## src/rtl/axis_ad5791_cfg_sequencer_if.sv

```systemverilog
// Configuration-side link between the sequencer and the AD5791 SPI driver:
// mode/axis/send controls, the config AXIS word stream and the driver's ready flag.
interface axis_ad5791_cfg_sequencer_if #(
  parameter int SAXIS_TDATA_WIDTH = 32
);
  logic                         configuration_mode;
  logic [2:0]                   configuration_axis;
  logic                         configuration_send;
  logic [SAXIS_TDATA_WIDTH-1:0] M_AXISCFG_tdata;
  logic                         M_AXISCFG_tvalid;
  logic                         dac_ready;

  modport master (
    output configuration_mode,
    output configuration_axis,
    output configuration_send,
    output M_AXISCFG_tdata,
    output M_AXISCFG_tvalid,
    input  dac_ready
  );

  modport slave (
    input  configuration_mode,
    input  configuration_axis,
    input  configuration_send,
    input  M_AXISCFG_tdata,
    input  M_AXISCFG_tvalid,
    output dac_ready
  );
endinterface

```

## src/rtl/axis_ad5791_cfg_sequencer.sv

```systemverilog
// Runs one AD5791 configuration frame per start pulse: loads a word per DAC into the
// driver, requests a send, tracks the driver's ready handshake and returns it to streaming.
module axis_ad5791_cfg_sequencer #(
  parameter int NUM_DAC           = 4,
  parameter int DAC_WORD_WIDTH    = 24,
  parameter int SAXIS_TDATA_WIDTH = 32,
  parameter int MODE_SETUP        = 4,
  parameter int SEND_HOLD         = 16,
  parameter int TIMEOUT           = 1024
) (
  input  logic                              a_clk,
  input  logic                              a_resetn,
  input  logic                              start,
  input  logic [NUM_DAC*DAC_WORD_WIDTH-1:0] cfg_words,
  axis_ad5791_cfg_sequencer_if.master       cfg,
  output logic                              busy,
  output logic                              done,
  output logic                              skipped,
  output logic                              fault
);

  localparam int CNT_MAX = (MODE_SETUP > SEND_HOLD) ?
                           ((MODE_SETUP > TIMEOUT) ? MODE_SETUP : TIMEOUT) :
                           ((SEND_HOLD > TIMEOUT) ? SEND_HOLD : TIMEOUT);
  localparam int CNT_W   = (CNT_MAX > 1) ? $clog2(CNT_MAX) : 1;
  localparam int IDX_W   = (NUM_DAC > 1) ? $clog2(NUM_DAC) : 1;

  localparam logic [3:0] S_IDLE    = 4'd0;
  localparam logic [3:0] S_ENTER   = 4'd1;
  localparam logic [3:0] S_LOAD    = 4'd2;
  localparam logic [3:0] S_ARM     = 4'd3;
  localparam logic [3:0] S_SEND    = 4'd4;
  localparam logic [3:0] S_SHIFT   = 4'd5;
  localparam logic [3:0] S_RELEASE = 4'd6;
  localparam logic [3:0] S_DONE    = 4'd7;
  localparam logic [3:0] S_ERR     = 4'd8;

  logic [3:0]                state_q, state_d;
  logic [CNT_W-1:0]          cnt_q, cnt_d;
  logic [IDX_W-1:0]          idx_q, idx_d;
  logic                      send_q, send_d;
  logic                      skipped_q, skipped_d;
  logic                      fault_q, fault_d;
  logic [1:0]                rdySync_q;
  logic [DAC_WORD_WIDTH-1:0] shadow_q [NUM_DAC];
  logic                      captureShadow;
  logic                      rdyS;

  // dac_ready comes from the driver's SPI clock domain, so resynchronise it
  always_ff @(posedge a_clk or negedge a_resetn) begin
    if (!a_resetn) begin
      rdySync_q <= 2'b00;
    end else begin
      rdySync_q <= {rdySync_q[0], cfg.dac_ready};
    end
  end

  assign rdyS = rdySync_q[1];

  always_comb begin
    state_d       = state_q;
    cnt_d         = cnt_q;
    idx_d         = idx_q;
    send_d        = 1'b0;
    skipped_d     = skipped_q;
    fault_d       = fault_q;
    captureShadow = 1'b0;
    case (state_q)
      S_IDLE: begin
        if (start) begin
          captureShadow = 1'b1;
          skipped_d     = 1'b0;
          fault_d       = 1'b0;
          cnt_d         = '0;
          state_d       = S_ENTER;
        end
      end
      S_ENTER: begin
        if (cnt_q == CNT_W'(MODE_SETUP - 1)) begin
          cnt_d   = '0;
          idx_d   = '0;
          state_d = S_LOAD;
        end else begin
          cnt_d = cnt_q + CNT_W'(1);
        end
      end
      S_LOAD: begin
        if (idx_q == IDX_W'(NUM_DAC - 1)) begin
          cnt_d   = '0;
          state_d = S_ARM;
        end else begin
          idx_d = idx_q + IDX_W'(1);
        end
      end
      S_ARM: begin
        // Raise send on SEND entry only if the driver already reports ready
        if (cnt_q == CNT_W'(SEND_HOLD - 1)) begin
          cnt_d   = '0;
          send_d  = rdyS;
          state_d = S_SEND;
        end else begin
          cnt_d = cnt_q + CNT_W'(1);
        end
      end
      S_SEND: begin
        send_d = send_q;
        cnt_d  = cnt_q + CNT_W'(1);
        if (send_q && !rdyS) begin
          send_d  = 1'b0;
          cnt_d   = '0;
          state_d = S_SHIFT;
        end else if (cnt_q == CNT_W'(TIMEOUT - 1)) begin
          send_d    = 1'b0;
          skipped_d = 1'b1;
          cnt_d     = '0;
          state_d   = S_RELEASE;
        end else if (rdyS) begin
          send_d = 1'b1;
        end
      end
      S_SHIFT: begin
        cnt_d = cnt_q + CNT_W'(1);
        if (rdyS) begin
          cnt_d   = '0;
          state_d = S_RELEASE;
        end else if (cnt_q == CNT_W'(TIMEOUT - 1)) begin
          fault_d = 1'b1;
          cnt_d   = '0;
          state_d = S_ERR;
        end
      end
      S_RELEASE: begin
        if (cnt_q == CNT_W'(SEND_HOLD - 1)) begin
          cnt_d   = '0;
          state_d = S_DONE;
        end else begin
          cnt_d = cnt_q + CNT_W'(1);
        end
      end
      S_DONE:  state_d = S_IDLE;
      S_ERR:   state_d = S_IDLE;
      default: state_d = S_IDLE;
    endcase
  end

  always_ff @(posedge a_clk or negedge a_resetn) begin
    if (!a_resetn) begin
      state_q   <= S_IDLE;
      cnt_q     <= '0;
      idx_q     <= '0;
      send_q    <= 1'b0;
      skipped_q <= 1'b0;
      fault_q   <= 1'b0;
    end else begin
      state_q   <= state_d;
      cnt_q     <= cnt_d;
      idx_q     <= idx_d;
      send_q    <= send_d;
      skipped_q <= skipped_d;
      fault_q   <= fault_d;
    end
  end

  // Later cfg_words changes must not disturb a frame already in flight
  always_ff @(posedge a_clk or negedge a_resetn) begin
    if (!a_resetn) begin
      for (int i = 0; i < NUM_DAC; i++) shadow_q[i] <= '0;
    end else if (captureShadow) begin
      for (int i = 0; i < NUM_DAC; i++) begin
        shadow_q[i] <= cfg_words[i*DAC_WORD_WIDTH +: DAC_WORD_WIDTH];
      end
    end
  end

  assign cfg.configuration_mode = (state_q == S_ENTER) || (state_q == S_LOAD) ||
                                  (state_q == S_ARM)   || (state_q == S_SEND) ||
                                  (state_q == S_SHIFT) || (state_q == S_RELEASE);
  assign cfg.configuration_send = send_q;
  assign cfg.M_AXISCFG_tvalid   = (state_q == S_LOAD);
  assign cfg.configuration_axis = 3'(idx_q);
  assign cfg.M_AXISCFG_tdata    = SAXIS_TDATA_WIDTH'(shadow_q[idx_q]);

  assign busy    = (state_q != S_IDLE);
  assign done    = (state_q == S_DONE);
  assign skipped = skipped_q;
  assign fault   = fault_q;

endmodule
```

## src/flat_wrapper.sv

```systemverilog
// flat-port wrapper written by rule: the top's interface ports become plain ports
module axis_ad5791_cfg_sequencer_flat 
#(
  parameter int NUM_DAC           = 4,
  parameter int DAC_WORD_WIDTH    = 24,
  parameter int SAXIS_TDATA_WIDTH = 32,
  parameter int MODE_SETUP        = 4,
  parameter int SEND_HOLD         = 16,
  parameter int TIMEOUT           = 1024
)
  (a_clk, a_resetn, start, cfg_words, busy, done, skipped, fault, cfg_configuration_mode, cfg_configuration_axis, cfg_configuration_send, cfg_M_AXISCFG_tdata, cfg_M_AXISCFG_tvalid, cfg_dac_ready);
  axis_ad5791_cfg_sequencer_if #(.SAXIS_TDATA_WIDTH(SAXIS_TDATA_WIDTH)) cfg_i ();
  input  logic a_clk;
  input  logic a_resetn;
  input  logic start;
  input  logic [NUM_DAC*DAC_WORD_WIDTH-1:0] cfg_words;
  output logic busy;
  output logic done;
  output logic skipped;
  output logic fault;
  output wire logic [$bits(cfg_i.configuration_mode)-1:0] cfg_configuration_mode;
  output wire logic [$bits(cfg_i.configuration_axis)-1:0] cfg_configuration_axis;
  output wire logic [$bits(cfg_i.configuration_send)-1:0] cfg_configuration_send;
  output wire logic [$bits(cfg_i.M_AXISCFG_tdata)-1:0] cfg_M_AXISCFG_tdata;
  output wire logic [$bits(cfg_i.M_AXISCFG_tvalid)-1:0] cfg_M_AXISCFG_tvalid;
  input wire logic [$bits(cfg_i.dac_ready)-1:0] cfg_dac_ready;
  assign cfg_configuration_mode = cfg_i.configuration_mode;
  assign cfg_configuration_axis = cfg_i.configuration_axis;
  assign cfg_configuration_send = cfg_i.configuration_send;
  assign cfg_M_AXISCFG_tdata = cfg_i.M_AXISCFG_tdata;
  assign cfg_M_AXISCFG_tvalid = cfg_i.M_AXISCFG_tvalid;
  assign cfg_i.dac_ready = cfg_dac_ready;
  axis_ad5791_cfg_sequencer #(.NUM_DAC(NUM_DAC), .DAC_WORD_WIDTH(DAC_WORD_WIDTH), .SAXIS_TDATA_WIDTH(SAXIS_TDATA_WIDTH), .MODE_SETUP(MODE_SETUP), .SEND_HOLD(SEND_HOLD), .TIMEOUT(TIMEOUT)) u_core (.a_clk(a_clk), .a_resetn(a_resetn), .start(start), .cfg_words(cfg_words), .cfg(cfg_i), .busy(busy), .done(done), .skipped(skipped), .fault(fault));
endmodule
```

## config.mk

```make
export PLATFORM = sky130hd
export DESIGN_NAME = axis_ad5791_cfg_sequencer_flat
export DESIGN_NICKNAME = d
export VERILOG_FILES = /design/src/rtl/axis_ad5791_cfg_sequencer_if.sv /design/src/rtl/axis_ad5791_cfg_sequencer.sv /design/src/flat_wrapper.sv
export SDC_FILE = /design/constraint.sdc
export NUM_CORES = 1
export LEC_CHECK = 0
export ABC_AREA = 1
export CAP_MARGIN = 20
export CORE_ASPECT_RATIO = 0.5
export CORE_MARGIN = 4
export CORE_UTILIZATION = 45
export DETAILED_ROUTE_END_ITERATION = 16
export HOLD_SLACK_MARGIN = 0.08
export PLACE_DENSITY = 0.77
export SLEW_MARGIN = 20
export SYNTH_ARGS = -nofsm -noshare
export SYNTH_HDL_FRONTEND = slang
export SYNTH_SLANG_ARGS = --single-unit
export TNS_END_PERCENT = 20
```

## constraint.sdc

```tcl
create_clock -name a_clk -period 1.55 [get_ports a_clk]
set_input_delay 0.465 -clock a_clk [delete_from_list [all_inputs] [get_ports a_clk]]
set_output_delay 0.465 -clock a_clk [all_outputs]
set_load 0.005 [all_outputs]
```

# After elaboration in Yosys (flattened, before gate mapping)
# Cells that the tools add are included.
# classes
add_sub_neg,2
order_cmp,1
eq_ne,24
mux,37
bitwise,1
reduce_logical,19
# ops
operator,n
2-to-1 mux 10 bit,7
case mux 10 bit (6 select lines),1
binary-select mux 24 bit (select 2 bit),1
2-to-1 mux 24 bit,2
2-to-1 mux 4 bit,9
case mux 4 bit (7 select lines),1
"equality test 4 x 3 -> 1 bit, second input constant",4
"inequality test 2 x 1 -> 1 bit, second input constant",6
"adder 10 x 1 -> 10 bit, second input constant",1
"equality test 10 bit, second input constant",1
"equality test 10 x 2 -> 1 bit, second input constant",1
"equality test 10 x 4 -> 1 bit, second input constant",1
2-to-1 mux 1 bit,10
"equality test 4 x 2 -> 1 bit, second input constant",2
"inequality test 2 bit, second input constant",4
AND reduction 4 bit,2
AND reduction 7 bit,1
"inequality test 3 x 1 -> 1 bit, second input constant",2
case mux 1 bit (2 select lines),3
AND reduction 3 bit,2
nonzero test 2 bit,3
nonzero test 6 bit,1
logical OR 1 bit,5
"equality test 4 x 1 -> 1 bit, second input constant",1
other kinds (12),13
# totals
register_bits,117
input_bits,100
output_inout_bits,42

# Longest topological paths before layout
# Gate-level depths: netlist (run 1).
# depth
ltp_word,6
depth_mapped,10

# Worst setup path before layout (run 1)
# No wires, ideal clock.
# synth_timing
path_kind,reg-to-output
from,register u_core.idx_q[0]
to,output port cfg_M_AXISCFG_tdata[10]
t_arrival_ns,1.283
required_time_ns,1.085
slack_ns,-0.198
stages_incl_launch_ff,7
cell_sequence,dfrtp_1 > clkbuf_1 > inv_1 > buf_2 > clkbuf_1 > nor2_1 > o22ai_1
# synth_via
elab_chain_cells,4
# synth_lines
item,line_no,text
"start, declared",axis_ad5791_cfg_sequencer.sv:40,"logic [IDX_W-1:0] idx_q, idx_d;"
"start signal, assigned",axis_ad5791_cfg_sequencer.sv:157,idx_q <= idx_d;
NOT 2 -> 3 bit (implied by the code),axis_ad5791_cfg_sequencer.sv:181,assign cfg.M_AXISCFG_tdata = SAXIS_TDATA_WIDTH'(shadow_q[idx_q]);
binary-select mux 24 bit (select 2 bit),axis_ad5791_cfg_sequencer.sv:181,
2-to-1 mux 24 bit (implied by the code) (2 in a row),axis_ad5791_cfg_sequencer.sv:181,
"end, declared",flat_wrapper.sv:24,output wire logic [$bits(cfg_i.M_AXISCFG_tdata)-1:0] cfg_M_AXISCFG_tdata;
# No other way between the ends. The select of a mux whose other input is x is not followed.

# Worst setup path in the final report (run 1)
# layout_timing
from,register u_core.idx_q[0]
to,output port cfg_M_AXISCFG_tdata[15]
# The elaborated chain is that of the path after synthesis.

==> flow_summary.ini, run 1 <==
[critical_path]
worst_r2r_path_depth = 10
crit_chain = buf_6 -> buf_12 -> buf_16 -> nor2_4 -> o22ai_2 -> buf_2
regToRegSetupSlack_ns = -0.47
slowest_delay_ns = 0.44
r2r_end = u_core.shadow_q[87]
crit_path_end_kind = output pin
cp.arrival_ns = 1.62
setup.worst_path.start_class = flop
r2r_start = u_core.state_q[3]
cp_data_required_time_ns = 1.08
critPathMaxFanout = 7
critical_path_class = reg -> out
crit_slowest_cell = dfrtp_2

[placed_design]
place_ws_ns = -0.464
gp_congestion = 0.943
port_buffers = 132
hpwl_um = 10900
place_inst = 904

[clocking]
tritoncts = built
ctsRootBufferMaster = clkbuf_16
clk_latency_ns = 0.42
htree_levels = 4
clock_sinks = 117
path_clk_slew_ns = 0.06
clockBufferDepth = 2
cts_made_buffers = 17

[synth]
synthCells = 562
synth_area_leaders = dfrtp_1, mux2_2, mux2_4
synth_area_mm2 = 0.00575
synth_seq_cells = 117
avgSynthCellArea_um2 = 10.2
synth_warnings = 0
synth_top_area_share = 0.509
yosys.area.top_type = dfrtp_1
yosysSeqAreaShare = 0.509
ys_types = 26

[min_path]
min_path_cells = 0
hp-start = u_core.rdySync_q[0]
hp-class = reg -> reg
whs_endpoint = u_core.rdySync_q[1]

[drt]
avgRoutedWirePerCell_um = 21.7
routed_wl_um = 21000
drc = 0
dr.first_iter.drc_count = 388
vias = 5446
drtAntennaViolNets = 0
dr.pass1.iters = 5
vias_per_cell = 5.61

[power_and_ir_drop]
report.power.total_mw = 20.2
internal-power_mw = 12.7
power_switching_mw = 7.47
cellPowerDensity_mw_per_mm2 = 2140
p_leak_nw = 4.25
swShare = 0.370
pwr-share-seq = 0.283
ir_drop_mv = 1.11
p_comb_frac = 0.516
pwr-share-clk = 0.201

[grt]
grt_pass1_vias = 5632
grtUsageTotal = 0.258
antenna_found_initial = 0
grt_overflow = 0
grt_max_degree = 38
grtUsageMet2 = 0.453
grtUsageMet1 = 0.318
grt_pass1_wl_um = 29600
top_usage_layer = met2
met3_usage = 0.0496

[final_layout]
fillers = 688
seqCellArea_mm2 = 0.00293
antenna_cells = 0
fin_cells = 971
final_net_count = 895
drive_gt1_frac = 0.444
multi_input_area_mm2 = 0.00312
area_growth_syn_to_layout_pct = 64.0

[sta]
setup_viol = 143
fin_ws_ns = -0.535
post-route-min-period_ns = 2.08
hold_viol = 0
maxSlewViolCount = 0
fin_crit_sh = 1.34
fmax_mhz = 480
fin_skew_ns = 0.00822
rsz0062_at_grt = true

[floorplan]
core.rowCount = 28
die_w_um = 168
die_h_um = 87.9
die_area_mm2 = 0.0148
core_mm2 = 0.0122
ioPinCount = 142
initial_core_util = 0.473

[run_status]
outcome = finished with violations
violations = negative setup slack

[flow_run]
max_cap_viol_count = 0
==> power groups by stage <==
stage	combinational (mW)	clock (mW)	sequential, mW
floorplan	4.38	0	5.06
global placement	7.43	0	5.26
detailed placement	7.60	0	5.29
CTS	8.99	4.08	5.49
global route	10.9	4.25	5.84
finish	10.4	4.06	5.73
==> layout by cell type (no fill, tap or decap), drive strengths merged <==
cell type,netlist,layout
a21oi,2,2
xor2,1,1
dlygate4sd3,0,1
o21ai,53,53
dfrtp,117,117
conb,1,9
clkinvlp,0,4
clkdlybuf4s15,0,3
clkinv,0,7
ha,2,2
nor3,3,3
nor2,82,82
buf,22,131
clkbuf,13,23
clkdlybuf4s50,0,98
bufinv,0,3
inv,29,30
nand2,82,82
nand4,8,8
nand3,26,26
o22ai,24,24
mux2,96,96
o211ai,1,1
==> metal layers <==
layer	part of all wire	up-vias
met5	0	-
met4	0.035	0
met3	0.059	60
met2	0.51	262
met1	0.40	2750
li1	-	2374
==> worst max-delay path by stage <==
stage	start	slack, ns	endpoint
2_1_floorplan	u_core.state_q[0]	-0.008	u_core.shadow_q[61]
3_3_place_gp	u_core.idx_q[0]	-0.42	cfg_M_AXISCFG_tdata[5]
3_5_place_dp	u_core.idx_q[0]	-0.46	cfg_M_AXISCFG_tdata[10]
4_1_cts	u_core.idx_q[0]	-0.50	cfg_M_AXISCFG_tdata[17]
5_1_grt	u_core.idx_q[0]	-0.58	cfg_M_AXISCFG_tdata[18]
6_report	u_core.idx_q[0]	-0.53	cfg_M_AXISCFG_tdata[15]
==> synth_stat cells <==
library cell,number
dfrtp_1,117
nand2_1,79
nor2_1,75
mux2_2,67
o21ai_0,53
inv_1,27
mux2_4,26
nand3_1,26
o22ai_1,24
clkbuf_1,13
buf_4,10
nand4_1,8
buf_2,7
buf_6,4
nor2_4,4
mux2_1,3
nand2_2,3
nor2_2,3
nor3_1,3
a21oi_1,2
ha_1,2
inv_2,2
buf_1,1
conb_1,1
o211ai_1,1
xor2_1,1
==> timing repair <==
action	CTS	global route
setup buffers	21	4
hold endpoints to repair	24	0
hold buffers	1	0
setup endpoints to repair	145	146
pin swaps	45	25
gates cloned	5	7
resized for setup	275	76
==> worst max-delay path, delay by kind of cell (launching register included) <==
family | cells | cell delay [ns]
simple gates | 1 | 0.12
buf+inv | 4 | 0.57
flops | 1 | 0.44
compound gates | 1 | 0.06
==> registers in the layout, summed over array words and instances, names as in the netlist <==
signal / flops
u_core.rdySync_q: 2
u_core.state_q: 4
u_core.cfg.configuration_send: 1
u_core.shadow_q: 96
u_core.idx_q: 2
u_core.skipped: 1
u_core.fault: 1
u_core.cnt_q: 10
==> area by class of cell <==
class / instances / share of cell area
clock inverters: 15 / 0.0194
well taps: 165 / 0.0219
multi-input cells: 389 / 0.330
inverters: 29 / 0.0123
clock buffers: 17 / 0.0451
repair buffers: 239 / 0.260
flip-flops and latches: 117 / 0.311
==> logic make-up after synthesis <==
group,count (synthesis),synth area share
AND/OR/NAND/NOR,201,0.149
multiplexers,96,0.205
XOR/XNOR,1,0.00152
adder cells (fa/ha/maj),2,0.00435
flip-flops,117,0.509
AO/OA/AOI/OAI,80,0.0753
other,1,0.000652
buffers and inverters,64,0.0551
==> metrics by stage <==
stage	hold WS [ns]	setup TNS (ns)	utilization	area, um^2
after detailed placement	0.346	-52.65	0.638	7750
final	0.352	-54.49	0.776	9430
after CTS	0.355	-37.34	0.740	8990
after global routing	0.371	-60.50	0.776	9430
after floorplan	0.169	-0.0281	-	5800
after global placement	0.337	-49.99	0.638	7750
Note: power is estimated with default switching activity, not from simulation.
==> run 2, diff against run 1 <==
--- a/config.mk
+++ b/config.mk
@@ -11,8 +11,9 @@
 export CORE_MARGIN = 4
 export CORE_UTILIZATION = 45
 export DETAILED_ROUTE_END_ITERATION = 16
+export DONT_BUFFER_PORTS = 1
 export HOLD_SLACK_MARGIN = 0.08
-export PLACE_DENSITY = 0.77
+export PLACE_DENSITY = 0.6
 export SLEW_MARGIN = 20
 export SYNTH_ARGS = -nofsm -noshare
 export SYNTH_HDL_FRONTEND = slang
==> constraint.sdc (replaced) <==
create_clock -name a_clk -period 2.5 [get_ports a_clk]
set_input_delay 0.75 -clock a_clk [delete_from_list [all_inputs] [get_ports a_clk]]
set_output_delay 0.75 -clock a_clk [all_outputs]
set_load 0.005 [all_outputs]
==> run 2 against run 1 <==
The flow now finishes without violations. Clock skew fell by 0.0021 ns. Highest routed layer is now met5. Clock power fell by 36%. Global-route usage fell by 7.1 points. Cell count fell by 23%. Critical path depth fell by 2. Worst setup slack improved by 0.68 ns. First-iteration DRC count fell by 42%. Via count fell by 26%.
==> flow_summary.ini, run 2 (same netlist as run 1, synthesis figures left out) <==
[clocking]
tritoncts = built
post_cts_buffers = 0
clockBufferDepth = 2
clock_sinks = 117
htree_levels = 4
ctsRootBufferMaster = clkbuf_16
path_clk_slew_ns = 0.06
clk_latency_ns = 0.40
cts_made_buffers = 17

[floorplan]
initial_core_util = 0.473
die_area_mm2 = 0.0148
core.rowCount = 28
ioPinCount = 142
core_mm2 = 0.0122
die_h_um = 87.9
die_w_um = 168

[critical_path]
cp.arrival_ns = 1.60
worst_r2r_path_depth = 5
critical_path_class = reg -> out
worstSetupStartpoint = u_core.idx_q[0]
crit_chain = inv_1 -> buf_4 -> o21ai_0 -> o22ai_2
slowest_delay_ns = 0.48
critPathMaxFanout = 22
cp_data_required_time_ns = 1.75
crit_path_end_kind = output pin
r2r_end = u_core.shadow_q[4]
setup.worst_path.start_class = flop
crit_slowest_cell = dfrtp_2
crit_end = cfg_M_AXISCFG_tdata[19]
r2r_start = u_core.state_q[3]
regToRegSetupSlack_ns = 0.47

[grt]
grt_max_degree = 118
grt_pass1_wl_um = 21400
grt_overflow = 0
antenna_found_initial = 2
grt_pass1_vias = 3997
grtUsageTotal = 0.187

[final_layout]
area_growth_syn_to_layout_pct = 14.6
largest_reg_flops = 96
postLayoutCellArea_mm2 = 0.00659
top_regs = u_core.shadow_q (96), u_core.cnt_q (10), u_core.state_q (4)
drive_gt1_frac = 0.267
fillers = 1090
layout_common_cells = dfrtp_1, nand2_1, nor2_1
top_register = u_core.shadow_q
layout_commonest_cell = dfrtp_1
final_net_count = 673

[drt]
dr.first_iter.drc_count = 225
vias_per_cell = 5.36
dr.pass1.iters = 4
drtAntennaViolNets = 0
drc = 0
avgRoutedWirePerCell_um = 17.9
vias = 4023
routed_wl_um = 13400

[placed_design]
hpwl_um = 9400
gp_congestion = 0.913
port_buffers = 0
place_ws_ns = 0.439
placed_cell_area_mm2 = 0.00593

[sta]
fmax_mhz = 425
maxSlewViolCount = 0
setup_viol = 0
maxSlewHeadroom = 0.612
fin_skew_ns = 0.00610
whs_ns = 0.0422
fin_crit_sh = 0.942
hold_viol = 0
post-route-min-period_ns = 2.35
fin_setup_tns_ns = 0
rsz0062_at_grt = false
worst_slew_pin_slew_ns = 0.580
fin_ws_ns = 0.145

[power_and_ir_drop]
ir_drop_mv = 0.550
p_leak_nw = 2.96
report.power.total_mw = 9.19
cellPowerDensity_mw_per_mm2 = 1390

[min_path]
hp-class = in -> async

[run_status]
outcome = completed

[flow_run]
max_cap_viol_count = 0
## run 2: cell count changes in the layout (fill, tap and decap cells not counted), sizes merged, moves of 3 or more
| cell | change |
|---|---|
| clkbuf | -5 |
| clkdlybuf4s50 | -98 |
| clkinv | -4 |
| clkdlybuf4s15 | -3 |
| buf | -114 |
## run 2: what timing repair did
item	in CTS	in global routing
resized for setup	0	3
endpoints found under the setup margin	0	1
endpoints found under the hold margin	117	117
## run 2: metrics by stage
| stage | util | instances |
|---|---|---|
| after global routing | 0.542 | 749 |
| after CTS | 0.541 | 749 |
| after global placement | 0.488 | 717 |
| final | 0.542 | 750 |
| after detailed placement | 0.488 | 717 |
| after floorplan | - | 570 |
## run 2: worst min-delay path by stage
stage / from / endpoint / slack (ns) / cells past startpoint
after detailed placement: u_core.rdySync_q[0] / u_core.rdySync_q[1] / 0.34 / 0
after CTS: a_resetn / u_core.cnt_q[8] / 0.02 / 0
final: a_resetn / u_core.state_q[2] / 0.04 / 0
after global routing: a_resetn / u_core.state_q[3] / 0.01 / 0
after floorplan: u_core.rdySync_q[0] / u_core.rdySync_q[1] / 0.33 / 0
after global placement: u_core.rdySync_q[0] / u_core.rdySync_q[1] / 0.35 / 0
## run 2: layer usage
layer	wire length [um]	vias to the layer above	GRT usage
li1	-	1921	-
met1	6090	1977	0.244
met3	895	15	0.0640
met2	6260	106	0.297
met5	27	-	0
met4	142	4	0.0619
## run 2: where the power goes
| part | switching [mW] | leakage, nW | internal, mW |
|---|---|---|---|
| Combinational | 1.69 | 1.25 | 1.61 |
| Sequential | 0.502 | 1.41 | 2.78 |
| Clock | 0.906 | 0.295 | 1.70 |
## run 2: cell type report
| cell class | count | area, um^2 | area share |
|---|---|---|---|
| flip-flops and latches | 117 | 2930 | 0.445 |
| repair buffers | 17 | 160 | 0.0243 |
| well taps | 165 | 206 | 0.0313 |
| diodes | 1 | 2.50 | 0.000380 |
| multi-input cells | 389 | 2540 | 0.386 |
| clock inverters | 14 | 201 | 0.0306 |
| clock buffers | 18 | 439 | 0.0667 |
| inverters | 29 | 109 | 0.0165 |
## run 2: critical path, delay by kind of cell (launching register included)
family / cells / cell delay (ns)
buf+inv: 2 / 0.37
flops: 1 / 0.48
compound gates: 2 / 0.35
